File: src/rtl/compare_pkg.sv
// Shared types and constants for the time-shared 8-bit magnitude comparator.
package compare_pkg;

  localparam int SLICES  = 4;
  localparam int SLICE_W = 2;

  typedef enum logic [1:0] {
    IDLE = 2'd0,
    RUN  = 2'd1,
    DONE = 2'd2
  } state_t;

  // Running compare result; exactly one field is set once a chain is seeded.
  typedef struct packed {
    logic eq;
    logic lt;
    logic gt;
  } chain_t;

  localparam chain_t CHAIN_EQ = '{eq: 1'b1, lt: 1'b0, gt: 1'b0};

endpackage

File: src/rtl/compare_sequencer_if.sv
// Operand/result handshake bundle between a producer and the compare sequencer.
interface compare_sequencer_if;
  logic       in_valid;
  logic       in_ready;
  logic [7:0] a;
  logic [7:0] b;
  logic       out_valid;
  logic       out_ready;
  logic       res_eq;
  logic       res_lt;
  logic       res_gt;
  logic [2:0] res_cycles;

  modport master (
    output in_valid, a, b, out_ready,
    input  in_ready, out_valid, res_eq, res_lt, res_gt, res_cycles
  );

  modport slave (
    input  in_valid, a, b, out_ready,
    output in_ready, out_valid, res_eq, res_lt, res_gt, res_cycles
  );
endinterface

File: src/rtl/compare2_slice.sv
// One 2-bit magnitude compare step folded into the MSB-first EQ/LT/GT chain.
module compare2_slice
  import compare_pkg::*;
(
  input  logic [SLICE_W-1:0] i_a,
  input  logic [SLICE_W-1:0] i_b,
  input  chain_t             i_chain,
  output chain_t             o_chain
);

  // A decided chain is sticky; only an equal-so-far chain looks at this slice.
  always_comb begin
    o_chain = i_chain;
    if (i_chain.eq) begin
      if (i_a > i_b) begin
        o_chain = '{eq: 1'b0, lt: 1'b0, gt: 1'b1};
      end else if (i_a < i_b) begin
        o_chain = '{eq: 1'b0, lt: 1'b1, gt: 1'b0};
      end
    end
  end

endmodule

File: src/rtl/compare_sequencer.sv
// 8-bit magnitude compare performed two bits per cycle, MSB first.
//
// state | meaning
// IDLE  | ready for an operand pair
// RUN   | evaluating slice r_idx against the running chain
// DONE  | result held until the consumer takes it
module compare_sequencer
  import compare_pkg::*;
#(
  parameter bit EARLY_EXIT = 1'b1
) (
  input  logic                clk,
  input  logic                rst_n,
  compare_sequencer_if.slave  bus
);

  state_t     r_state;
  logic [7:0] r_a;
  logic [7:0] r_b;
  logic [1:0] r_idx;
  logic [2:0] r_cnt;
  chain_t     r_chain;
  logic       r_in_ready;
  logic       r_out_valid;
  chain_t     r_res;
  logic [2:0] r_res_cycles;

  logic [2:0]         w_lsb;
  logic [SLICE_W-1:0] w_slice_a;
  logic [SLICE_W-1:0] w_slice_b;
  chain_t             w_chain;
  logic [2:0]         w_cnt_next;
  logic               w_last;

  assign w_lsb      = {r_idx, 1'b0};
  assign w_slice_a  = r_a[w_lsb +: SLICE_W];
  assign w_slice_b  = r_b[w_lsb +: SLICE_W];
  assign w_cnt_next = r_cnt + 3'd1;
  // idx==0 bounds both the index and the cycle count at SLICES.
  assign w_last     = (r_idx == 2'd0) || (EARLY_EXIT && !w_chain.eq);

  compare2_slice u_slice (
    .i_a     (w_slice_a),
    .i_b     (w_slice_b),
    .i_chain (r_chain),
    .o_chain (w_chain)
  );

  // Sequencer FSM with operand capture and registered handshake/result outputs.
  always_ff @(posedge clk or negedge rst_n) begin
    if (!rst_n) begin
      r_state      <= IDLE;
      r_a          <= '0;
      r_b          <= '0;
      r_idx        <= '0;
      r_cnt        <= '0;
      r_chain      <= '0;
      r_in_ready   <= 1'b1;
      r_out_valid  <= 1'b0;
      r_res        <= '0;
      r_res_cycles <= '0;
    end else begin
      case (r_state)
        IDLE: begin
          if (bus.in_valid) begin
            r_a        <= bus.a;
            r_b        <= bus.b;
            r_idx      <= 2'(SLICES - 1);
            r_cnt      <= '0;
            r_chain    <= CHAIN_EQ;
            r_in_ready <= 1'b0;
            r_state    <= RUN;
          end
        end
        RUN: begin
          r_chain <= w_chain;
          r_cnt   <= w_cnt_next;
          if (w_last) begin
            r_res        <= w_chain;
            r_res_cycles <= w_cnt_next;
            r_out_valid  <= 1'b1;
            r_state      <= DONE;
          end else begin
            r_idx <= r_idx - 2'd1;
          end
        end
        DONE: begin
          if (bus.out_ready) begin
            r_out_valid <= 1'b0;
            r_in_ready  <= 1'b1;
            r_state     <= IDLE;
          end
        end
        default: begin
          r_out_valid <= 1'b0;
          r_in_ready  <= 1'b1;
          r_state     <= IDLE;
        end
      endcase
    end
  end

  assign bus.in_ready   = r_in_ready;
  assign bus.out_valid  = r_out_valid;
  assign bus.res_eq     = r_res.eq;
  assign bus.res_lt     = r_res.lt;
  assign bus.res_gt     = r_res.gt;
  assign bus.res_cycles = r_res_cycles;

endmodule

File: src/flat_wrapper.sv
// flat-port wrapper written by rule: the top's interface ports become plain ports
module compare_sequencer_flat import compare_pkg::*;
#(
  parameter bit EARLY_EXIT = 1'b1
)
  (clk, rst_n, bus_in_valid, bus_a, bus_b, bus_out_ready, bus_in_ready, bus_out_valid, bus_res_eq, bus_res_lt, bus_res_gt, bus_res_cycles);
  compare_sequencer_if bus_i ();
  input  logic clk;
  input  logic rst_n;
  input wire logic [$bits(bus_i.in_valid)-1:0] bus_in_valid;
  input wire logic [$bits(bus_i.a)-1:0] bus_a;
  input wire logic [$bits(bus_i.b)-1:0] bus_b;
  input wire logic [$bits(bus_i.out_ready)-1:0] bus_out_ready;
  output wire logic [$bits(bus_i.in_ready)-1:0] bus_in_ready;
  output wire logic [$bits(bus_i.out_valid)-1:0] bus_out_valid;
  output wire logic [$bits(bus_i.res_eq)-1:0] bus_res_eq;
  output wire logic [$bits(bus_i.res_lt)-1:0] bus_res_lt;
  output wire logic [$bits(bus_i.res_gt)-1:0] bus_res_gt;
  output wire logic [$bits(bus_i.res_cycles)-1:0] bus_res_cycles;
  assign bus_i.in_valid = bus_in_valid;
  assign bus_i.a = bus_a;
  assign bus_i.b = bus_b;
  assign bus_i.out_ready = bus_out_ready;
  assign bus_in_ready = bus_i.in_ready;
  assign bus_out_valid = bus_i.out_valid;
  assign bus_res_eq = bus_i.res_eq;
  assign bus_res_lt = bus_i.res_lt;
  assign bus_res_gt = bus_i.res_gt;
  assign bus_res_cycles = bus_i.res_cycles;
  compare_sequencer #(.EARLY_EXIT(EARLY_EXIT)) u_core (.clk(clk), .rst_n(rst_n), .bus(bus_i));
endmodule
File: config.mk
export PLATFORM = sky130hd
export DESIGN_NAME = compare_sequencer_flat
export DESIGN_NICKNAME = d
export VERILOG_FILES = /design/src/rtl/compare_pkg.sv /design/src/rtl/compare_sequencer_if.sv /design/src/rtl/compare2_slice.sv /design/src/rtl/compare_sequencer.sv /design/src/flat_wrapper.sv
export SDC_FILE = /design/constraint.sdc
export NUM_CORES = 1
export LEC_CHECK = 0
export ABC_AREA = 1
export CORE_MARGIN = 3
export CORE_UTILIZATION = 45
export CTS_BUF_LIST = sky130_fd_sc_hd__clkbuf_8
export DETAILED_ROUTE_END_ITERATION = 10
export PLACE_DENSITY = 0.67
export SETUP_SLACK_MARGIN = 0.1
export SLEW_MARGIN = 40
export SYNTH_ARGS = -nofsm -noshare
export SYNTH_HDL_FRONTEND = slang
export SYNTH_HIERARCHICAL = 1
export SYNTH_SLANG_ARGS = --single-unit
File: constraint.sdc
create_clock -name clk -period 2.15 [get_ports clk]
set_input_delay 0.43 -clock clk [delete_from_list [all_inputs] [get_ports clk]]
set_output_delay 0.43 -clock clk [all_outputs]
set_load 0.02 [all_outputs]
==> impl_summary.txt <==
----------------------------------------------------
[Outcome]
  Result of the run ... finished clean

[Clock tree]
  CTS Root Cell ... sky130_fd_sc_hd__clkbuf_8
  TritonCTS clock tree ... done
  Worst-case clock buffer depth ... 2
  H-Tree Level Count ... 2
  Clock sinks ... 34
  Clock latency of the later-clocked register in the worst-skew pair ... 0.28 ns
  Num CTS Buffers ... 5
  Reg clk slew, reported paths ... 0.07 ns

[Timing]
  RSZ-0062 raised after global routing ... true
  Relative max-transition margin ... 0.7208
  Final hold violation count ... 0
  Min setup slack post-route ... 0.1678 ns
  Period Utilization, post-route ... 0.9220
  Crit path time final ... 1.982 ns
  Slew at the pin with the worst max-slew slack ... 0.4189 ns
  Highest achievable clock rate ... 0.5045 GHz
  Final clock skew ... 0.004413 ns
  Max Transition Viols Final ... 0
  Number of failing setup endpoints in the final timing report ... 0

[Global routing]
  Global-route usage over all layers ... 0.1665
  Wire length of the first global-routing pass ... 5.409 mm
  Total congestion overflow ... 0
  Number of antenna violations at the first check in global routing ... 0
  Pin count of the biggest net entering global routing ... 35
  Vias in the first global route ... 1233

[Setup path]
  Crit start category ... register
  Crit path DAT ... 2.15 ns
  Max FO, Critical Path ... 7
  Category of the critical setup timing path ... reg2reg
  Critical path data required time ... 2.31 ns
  Sort of element at the end of the critical path ... register
  R2R depth ... 11

[Finish]
  Most frequent cells in the layout ... 93 x sky130_fd_sc_hd__nand2_1, 32 x sky130_fd_sc_hd__dfrtp_1, 27 x sky130_fd_sc_hd__clkdlybuf4s50_1
  Most common cell after layout, fill and taps aside ... sky130_fd_sc_hd__nand2_1
  Final net count ... 255
  Area growth from synthesis to layout ... 29.26%
  Number of antenna cells inserted ... 0
  Final core utilization ... 0.6438
  Final Instance Area ... 0.002062 mm2
  Layout filler cell count ... 295
  Share of post-route cells with drive strength above 1 ... 0.1336

[Synthesis]
  Area contributors post-synth ... sky130_fd_sc_hd__dfrtp_1 52%, sky130_fd_sc_hd__nand2_1 22%, sky130_fd_sc_hd__inv_1 3.5%
  Average footprint of a synthesized cell ... 8.098 um2
  Number of synthesis warnings ... 6
  Summed instance area of the synthesized netlist ... 0.001595 mm2
  Gate count after technology mapping ... 197
  Post-synth top area share ... 0.5176
  Register area share after synthesis ... 0.5341
  Yosys reg bits ... 34
  Distinct cell type count of the synthesized netlist ... 19
  Largest area contributor in the synthesized netlist ... sky130_fd_sc_hd__dfrtp_1
  Post-Synthesis Net Count ... 221

[Route]
  Routed wirelength normalized by instance count ... 12.04 um
  First-iteration detailed-routing DRC count ... 59
  TritonRoute pass-1 iters ... 4
  Vias per Instance ... 4.899
  Remaining DRCs ... 0
  Routed via count ... 1352
  Number of nets with antenna violations after detailed routing ... 0
  Routed wire length ... 3.322 mm

[Power]
  Switch share ... 0.4357
  Combinational share of power ... 0.520
  Share of power burned in the clock network ... 0.138
  Post-layout total power ... 3.402 mW
  Internal portion of total power ... 1.920 mW
  Switching power ... 1.482 mW
  Sequential cell fraction of total power ... 0.342
  Peak supply drop ... 841.0 uV
  PwrDens ... 1650 mW/mm2
  Reported leakage power ... 1.056 nW

[Hold path]
  Hold path depth ... 2
  Worst min-delay path category ... reg2reg

[Floorplanning]
  FP Rows ... 20
  Initial core utilization ... 0.4980
  Top-Level Pins ... 28
  Core footprint ... 0.003203 mm2
  Vert. Die Dim ... 65.54 um
  Die W ... 65.54 um
  Full die area ... 0.004295 mm2

[Placement]
  Placer's final routability congestion estimate ... 0.8015
  Placed Area ... 0.001902 mm2
  Number of buffers added on ports ... 27
  Worst Setup Slack post-DPL ... -0.03371 ns
  Sum of net half-perimeters after detailed placement ... 2.275 mm

[Run]
  Max Cap Viol ... 0

----------------------------------------------------
metrics by stage:
| stage | hold slack [ns] | std cells | TNS (ns) |
|---|---|---|---|
| 2_1_floorplan | 0.1344 | 197 | 0 |
| 4_1_cts | 0.4747 | 274 | 0 |
| 3_5_place_dp | 0.4627 | 266 | -0.06552 |
| 6_report | 0.4677 | 276 | 0 |
| 3_3_place_gp | 0.4577 | 266 | 0 |
| 5_1_grt | 0.5045 | 276 | 0 |
cell usage after synthesis:
library cell               instances
sky130_fd_sc_hd__ha_1              4
sky130_fd_sc_hd__dfstp_2           1
sky130_fd_sc_hd__inv_1            15
sky130_fd_sc_hd__nand3_1           4
sky130_fd_sc_hd__nand2_1          95
sky130_fd_sc_hd__o21ai_0           8
sky130_fd_sc_hd__o211ai_1          4
sky130_fd_sc_hd__xor2_1            1
sky130_fd_sc_hd__a21oi_1           2
sky130_fd_sc_hd__nor2_4            2
sky130_fd_sc_hd__clkbuf_1          1
sky130_fd_sc_hd__buf_4             2
sky130_fd_sc_hd__dfrtp_1          33
sky130_fd_sc_hd__nand2_2           1
sky130_fd_sc_hd__buf_6             2
sky130_fd_sc_hd__nand3_4           1
sky130_fd_sc_hd__o21ai_1           4
sky130_fd_sc_hd__inv_2             4
sky130_fd_sc_hd__nor2_1           13
layer usage:
metal / track usage / up-vias / routed length [um]
li1: - / 675 / -
met1: 0.2097 / 630 / 1552
met2: 0.2579 / 39 / 1537
met3: 0.05299 / 8 / 171
met4: 0.08031 / 0 / 61
met5: 0 / - / 0
final timing paths:
check | from | to | slack [ns]
max in group asynchronous | rst_n | u_core/bus.in_ready | 1.27
setup / recovery | u_core/r_idx[0] | u_core/bus.res_eq | 0.17
hold reg to reg | u_core/bus.res_gt | u_core/bus.res_gt | 0.47
min in group asynchronous | rst_n | u_core/r_b[5] | 0.54
setup reg to reg | u_core/r_idx[0] | u_core/bus.res_eq | 0.17
hold / removal | u_core/bus.res_gt | u_core/bus.res_gt | 0.47
critical path, cell delays in order (launching register included):
cell,delay [ns]
sky130_fd_sc_hd__dfrtp_2,0.42
sky130_fd_sc_hd__clkinvlp_4,0.14
sky130_fd_sc_hd__o211ai_1,0.23
sky130_fd_sc_hd__nand2_1,0.13
sky130_fd_sc_hd__ha_4,0.29
sky130_fd_sc_hd__nand2_1,0.07
sky130_fd_sc_hd__a21oi_2,0.15
sky130_fd_sc_hd__inv_2,0.06
sky130_fd_sc_hd__nor2_4,0.13
sky130_fd_sc_hd__nor2_4,0.08
sky130_fd_sc_hd__nor2_2,0.10
sky130_fd_sc_hd__nor2_1,0.06
state kept, by name (all words and copies together) (netlist names), 2 cells and up:
name	cells
u_core/r_b	8
u_core/r_cnt	3
u_core/r_a	8
u_core/r_idx	2
u_core/r_chain	3
u_core/r_state	2
u_core/bus.res_cycles	3
what timing repair did:
action | in CTS | in global routing
resized for setup | 2 | 13
endpoints found under the setup margin | 11 | 11
setup buffers | 0 | 1
pin swaps | 0 | 0
gates cloned | 0 | 1
hold buffers | 0 | 0
power by group through the flow:
stage | Combinational, mW | Sequential, mW | Clock [mW]
after global routing | 2.00 | 1.20 | 0.511
final | 1.77 | 1.16 | 0.468
after floorplan | 1.06 | 1.18 | 0
after global placement | 1.49 | 1.14 | 0
after CTS | 1.54 | 1.14 | 0.483
after detailed placement | 1.52 | 1.15 | 0
cell type report:
type                    count  area, um2  area share
flip-flops and latches     34      853.3      0.4138
multi-input cells         139      679.4      0.3295
repair buffers             31      300.3      0.1456
clock buffers               6      82.58     0.04005
inverters                  19      76.32     0.03701
well taps                  44      55.05     0.02670
clock inverters             2      7.507    0.003641
repair inverters            1      7.507    0.003641
logic make-up after synthesis:
group           Yosys count  synth area share
xor+xnor                  1          0.005491
fa+ha+maj                 4           0.03137
simple gates            116            0.2957
buf+inv                  24           0.07058
compound gates           18           0.06275
flops                    34            0.5341
No activity file was read; power rests on OpenSTA's default activity.
